File: src/rtl/edge_tick_if.sv
// Control and status bundle for edge_tick_counter: enable, clear and terminal
// count go in; the registered count and its step/wrap pulses come out.
interface edge_tick_if #(
  parameter int W = 4
);
  logic         en;
  logic         clear;
  logic [W-1:0] limit;
  logic [W-1:0] Q;
  logic         tick;
  logic         wrap;

  modport master (output en, clear, limit, input  Q, tick, wrap);
  modport slave  (input  en, clear, limit, output Q, tick, wrap);
endinterface

File: src/rtl/edge_tick_counter.sv
// Prescaled modulo counter: every DIV enabled cycles Q steps 0..limit and
// wraps, with registered one-cycle tick/wrap pulses aligned to the new Q.
module edge_tick_counter #(
  parameter int DIV = 50000000,
  parameter int W   = 4
) (
  input logic        CLOCK_50,
  input logic        reset,
  edge_tick_if.slave bus
);

  localparam int            PW       = (DIV > 1) ? $clog2(DIV) : 1;
  localparam logic [PW-1:0] PRE_LAST = PW'(DIV - 1);

  logic [PW-1:0] pre;
  logic [W-1:0]  q;
  logic          tick_r;
  logic          wrap_r;
  logic          step;

  // With DIV=1 the prescaler is pinned at 0 == PRE_LAST, so every enabled cycle steps.
  assign step = bus.en && (pre == PRE_LAST);

  // NOTE: state uses non-blocking assignments so every register samples pre-edge values.
  always_ff @(posedge CLOCK_50 or posedge reset) begin
    if (reset) begin
      pre    <= '0;
      q      <= '0;
      tick_r <= 1'b0;
      wrap_r <= 1'b0;
    end else if (bus.clear) begin
      pre    <= '0;
      q      <= '0;
      tick_r <= 1'b0;
      wrap_r <= 1'b0;
    end else if (bus.en) begin
      tick_r <= step;
      if (step) begin
        pre <= '0;
        // >= also catches a limit lowered below the current count mid-run.
        if (q >= bus.limit) begin
          q      <= '0;
          wrap_r <= 1'b1;
        end else begin
          q      <= q + W'(1);
          wrap_r <= 1'b0;
        end
      end else begin
        pre    <= pre + PW'(1);
        wrap_r <= 1'b0;
      end
    end else begin
      tick_r <= 1'b0;
      wrap_r <= 1'b0;
    end
  end

  assign bus.Q    = q;
  assign bus.tick = tick_r;
  assign bus.wrap = wrap_r;

endmodule

File: src/flat_wrapper.sv
// flat-port wrapper written by rule: the top's interface ports become plain ports
module edge_tick_counter_flat 
#(
  parameter int DIV = 50000000,
  parameter int W   = 4
)
  (CLOCK_50, reset, bus_en, bus_clear, bus_limit, bus_Q, bus_tick, bus_wrap);
  edge_tick_if #(.W(W)) bus_i ();
  input logic CLOCK_50;
  input logic reset;
  input wire logic [$bits(bus_i.en)-1:0] bus_en;
  input wire logic [$bits(bus_i.clear)-1:0] bus_clear;
  input wire logic [$bits(bus_i.limit)-1:0] bus_limit;
  output wire logic [$bits(bus_i.Q)-1:0] bus_Q;
  output wire logic [$bits(bus_i.tick)-1:0] bus_tick;
  output wire logic [$bits(bus_i.wrap)-1:0] bus_wrap;
  assign bus_i.en = bus_en;
  assign bus_i.clear = bus_clear;
  assign bus_i.limit = bus_limit;
  assign bus_Q = bus_i.Q;
  assign bus_tick = bus_i.tick;
  assign bus_wrap = bus_i.wrap;
  edge_tick_counter #(.DIV(DIV), .W(W)) u_core (.CLOCK_50(CLOCK_50), .reset(reset), .bus(bus_i));
endmodule
File: config.mk
export PLATFORM = sky130hd
export DESIGN_NAME = edge_tick_counter_flat
export DESIGN_NICKNAME = d
export VERILOG_FILES = /design/src/rtl/edge_tick_if.sv /design/src/rtl/edge_tick_counter.sv /design/src/flat_wrapper.sv
export SDC_FILE = /design/constraint.sdc
export NUM_CORES = 1
export LEC_CHECK = 0
export BUFFER_PORTS_ARGS = -buffer_cell sky130_fd_sc_hd__buf_2
export CORE_MARGIN = 8
export CORE_UTILIZATION = 55
export DETAILED_ROUTE_END_ITERATION = 12
export GPL_ROUTABILITY_DRIVEN = 0
export PLACE_DENSITY = 0.74
export SKIP_CTS_REPAIR_TIMING = 1
export SKIP_LAST_GASP = 1
export SLEW_MARGIN = 20
export SYNTH_ARGS = -nofsm -noshare
export SYNTH_HDL_FRONTEND = slang
export SYNTH_SLANG_ARGS = --single-unit
export TNS_END_PERCENT = 30
File: constraint.sdc
create_clock -name CLOCK_50 -period 2.3 [get_ports CLOCK_50]
set_input_delay 0.23 -clock CLOCK_50 [delete_from_list [all_inputs] [get_ports CLOCK_50]]
set_output_delay 0.23 -clock CLOCK_50 [all_outputs]
set_load 0.005 [all_outputs]
==> impl_results.md <==
* Status: complete, but fails checks
* Violated checks: hold timing
* Power Density at about 480 mW/mm2
* Area growth from synthesis to layout at 10.4%
* Final Util at 0.641
* Grt ovf at 0
* Ys flop type: dfrtp_1
* Final Cell Area at 0.00197 mm2
* Max clock buf depth at 2
* Core region area at around 0.003 mm2
* Fin worst setup slack at between 0.15 and 0.2 ns
* Critical-path cell list: ha_1 -> and3_1 -> nand4_1 -> or4_1 -> or3_1 -> a21oi_1
* Max Cap Viol at 0
* Vias at 1340
* Fillers at approximately 260
* Setup TNS at 0 ns
* Cell Rows at 20
* Remaining antenna violation count at 0
* Clock slew at reported path FFs at around 0.09 ns
* Yosys reg bits at 32
* Non-filler cells, final at 244
* Number of global-route vias before repair at between 1000 and 1500
* Worst-skew pair later-pin latency at ~0.33 ns
* Most frequent cell after synthesis: dfrtp_1
* Final wirelength at ~3.3 mm
* H-tree lvl count at 2
* Sequential element share of the synthesized area at 0.448
* Yosys top cell area share at 0.448
* Maximum VDD drop at ~300 uV
* Pre-CTS setup slack at approximately 0.21 ns
* Detailed Place HPWL at 2.44 mm
* Die Y-Extent at approximately 73 um
* Worst-path maximum fanout at 11
* CTS tree: done
* Synth Net Count at a little under 200
* Final Cycle Share at 0.916
* # DRC at 0
* Critical path required time at roughly 2.6 ns
* Clk sink count at 32
* Final Total Pwr at approximately 0.94 mW
* CTS Buf Count at 5
* Hold crit path type: in -> async
* Global-route wire length before repair at ~5.9 mm
* Pin count of the biggest net entering global routing at 33
* Synth area leader: dfrtp_1
* EDFF count, synth at 0
* Top post-synthesis cells by area: dfrtp_1 45%, xnor2_1 8.8%, nor2_1 6.3%
* Final Hold Violating Endpoints at 32
* Top Ports at 14
* Syn avg cell area at approximately 10 um2
* Synth unique cells at 35
* Antenna violations before repair at 0
* Critical path's slowest cell: or4_1
* Minimum clock period after layout at about 2.1 ns
* Arr. time, crit path at approximately 2.4 ns
* Asr flop ratio synth at 1.00
* Worst setup SP type: flip-flop
* Placed Cells at approximately 240
* DP Area at between 0.0015 and 0.002 mm2
* Crit. End Element: flip-flop
* Setup Skew at 0.00766 ns
* Crit-path max cell delay at ~0.59 ns
* Root Buffer: clkbuf_4
* Final net count at between 200 and 250
* Worst reg-to-reg setup slack at 0.19 ns
* Share of cells above drive strength 1 at 0.185
* DRT iter0 DRCs at ~80
* # setup viols final at 0
* Avg Vias per Cell at between 5 and 6
* Max Clk Rate at 0.474 GHz
* CP Buf/Inv Count at 0
* Routed wire per std cell at approximately 13 um
* WHS at -0.0357 ns
* Synthesized instance count at approximately 180
* CP Class: reg -> reg
* Unrepaired setup endpoints after global routing: false
* Worst-margin pin slew at approximately 0.59 ns
* Yosys synthesis warning count at 0
* Leakage at about 0.88 nW
* Die Area at between 0.005 and 0.006 mm2
* DRT Pass-1 Iters at 5
* Synthesized area at approximately 0.0018 mm2
* IO buf count at 13
* Starting Density at 0.580
* CP top delay family: simple AND/OR/NAND/NOR gates
* Max Slew Vio Count at 0
* Die width at 73.0 um
* Slew HR at 0.603
* Top cells by count, synth: 32 x dfrtp_1, 30 x nor2_1, 18 x xnor2_1
* N_diodes at 0
* Tot GR Track Use at 0.141
[final cells by class]
cell class | instances | area (um2) | share of cell area
sequential | 32 | 801 | 0.406
tap | 44 | 55.1 | 0.0279
clock buffer | 8 | 58.8 | 0.0298
timing repair buffer | 17 | 108 | 0.0546
multi-input combinational | 131 | 905 | 0.459
inverter | 12 | 45.0 | 0.0228
[state kept, by name, summed over array words and instances (netlist names)]
name             flops
u_core.bus.wrap      1
u_core.pre          26
u_core.bus.tick      1
u_core.bus.Q         4
[worst reg2reg max path, delay by kind of cell (launching register included)]
family	cells	cell delay, ns
simple gates	4	1.27
flops	1	0.41
fa+ha+maj	1	0.20
compound gates	1	0.16
[report_power, final]
part           switching [mW]  leakage (nW)  internal, mW
Clock                   0.174        0.0326         0.151
Combinational          0.0311         0.404        0.0163
Sequential            0.00300         0.446         0.565
[placed cells by master (no fill, tap or decap), drive strengths merged, types with 6 or more instances in the layout]
master and instances:
nor2 33, xnor2 18, nand2 11, buf 17, ha 6, dfrtp 32, xor2 6, inv 12
clkbuf 8, nor4 6, nand4 6, nor3 7
[path summary, 6_finish.rpt]
path                                               end                        from  depth (start not counted)
min reg2reg                 u_core.pre[14]$_DFFE_PP0P_  u_core.pre[14]$_DFFE_PP0P_                          2
min                         u_core.pre[14]$_DFFE_PP0P_                       reset                          3
min in group CLOCK_50      u_core.bus.Q[0]$_DFFE_PP0P_                   bus_clear                          2
max in group asynchronous   u_core.pre[19]$_DFFE_PP0P_                       reset                          3
max reg2reg                u_core.bus.Q[1]$_DFFE_PP0P_   u_core.pre[0]$_DFFE_PP0P_                          6
max                        u_core.bus.Q[1]$_DFFE_PP0P_   u_core.pre[0]$_DFFE_PP0P_                          6
[kinds of logic (layout without fill, tap and decap cells)]
| group | Yosys count | in the layout | share of synthesized area |
|---|---|---|---|
| flip-flops | 32 | 32 | 0.448 |
| AO/OA/AOI/OAI | 11 | 11 | 0.0483 |
| adder cells (fa/ha/maj) | 6 | 6 | 0.0420 |
| buffers and inverters | 18 | 37 | 0.0455 |
| XOR/XNOR | 24 | 24 | 0.118 |
| AND/OR/NAND/NOR | 90 | 90 | 0.298 |
[per-layer routing]
| layer | up-vias | global-route usage | wire, um | part of all wire |
|---|---|---|---|---|
| met3 | 8 | 0.0371 | 166 | 0.050 |
| met5 | - | 0 | 0 | 0 |
| met4 | 0 | 0.0689 | 59 | 0.018 |
| met1 | 657 | 0.166 | 1470 | 0.45 |
| met2 | 25 | 0.230 | 1600 | 0.49 |
| li1 | 650 | - | - | - |
No activity file was read; power rests on OpenSTA's default activity.
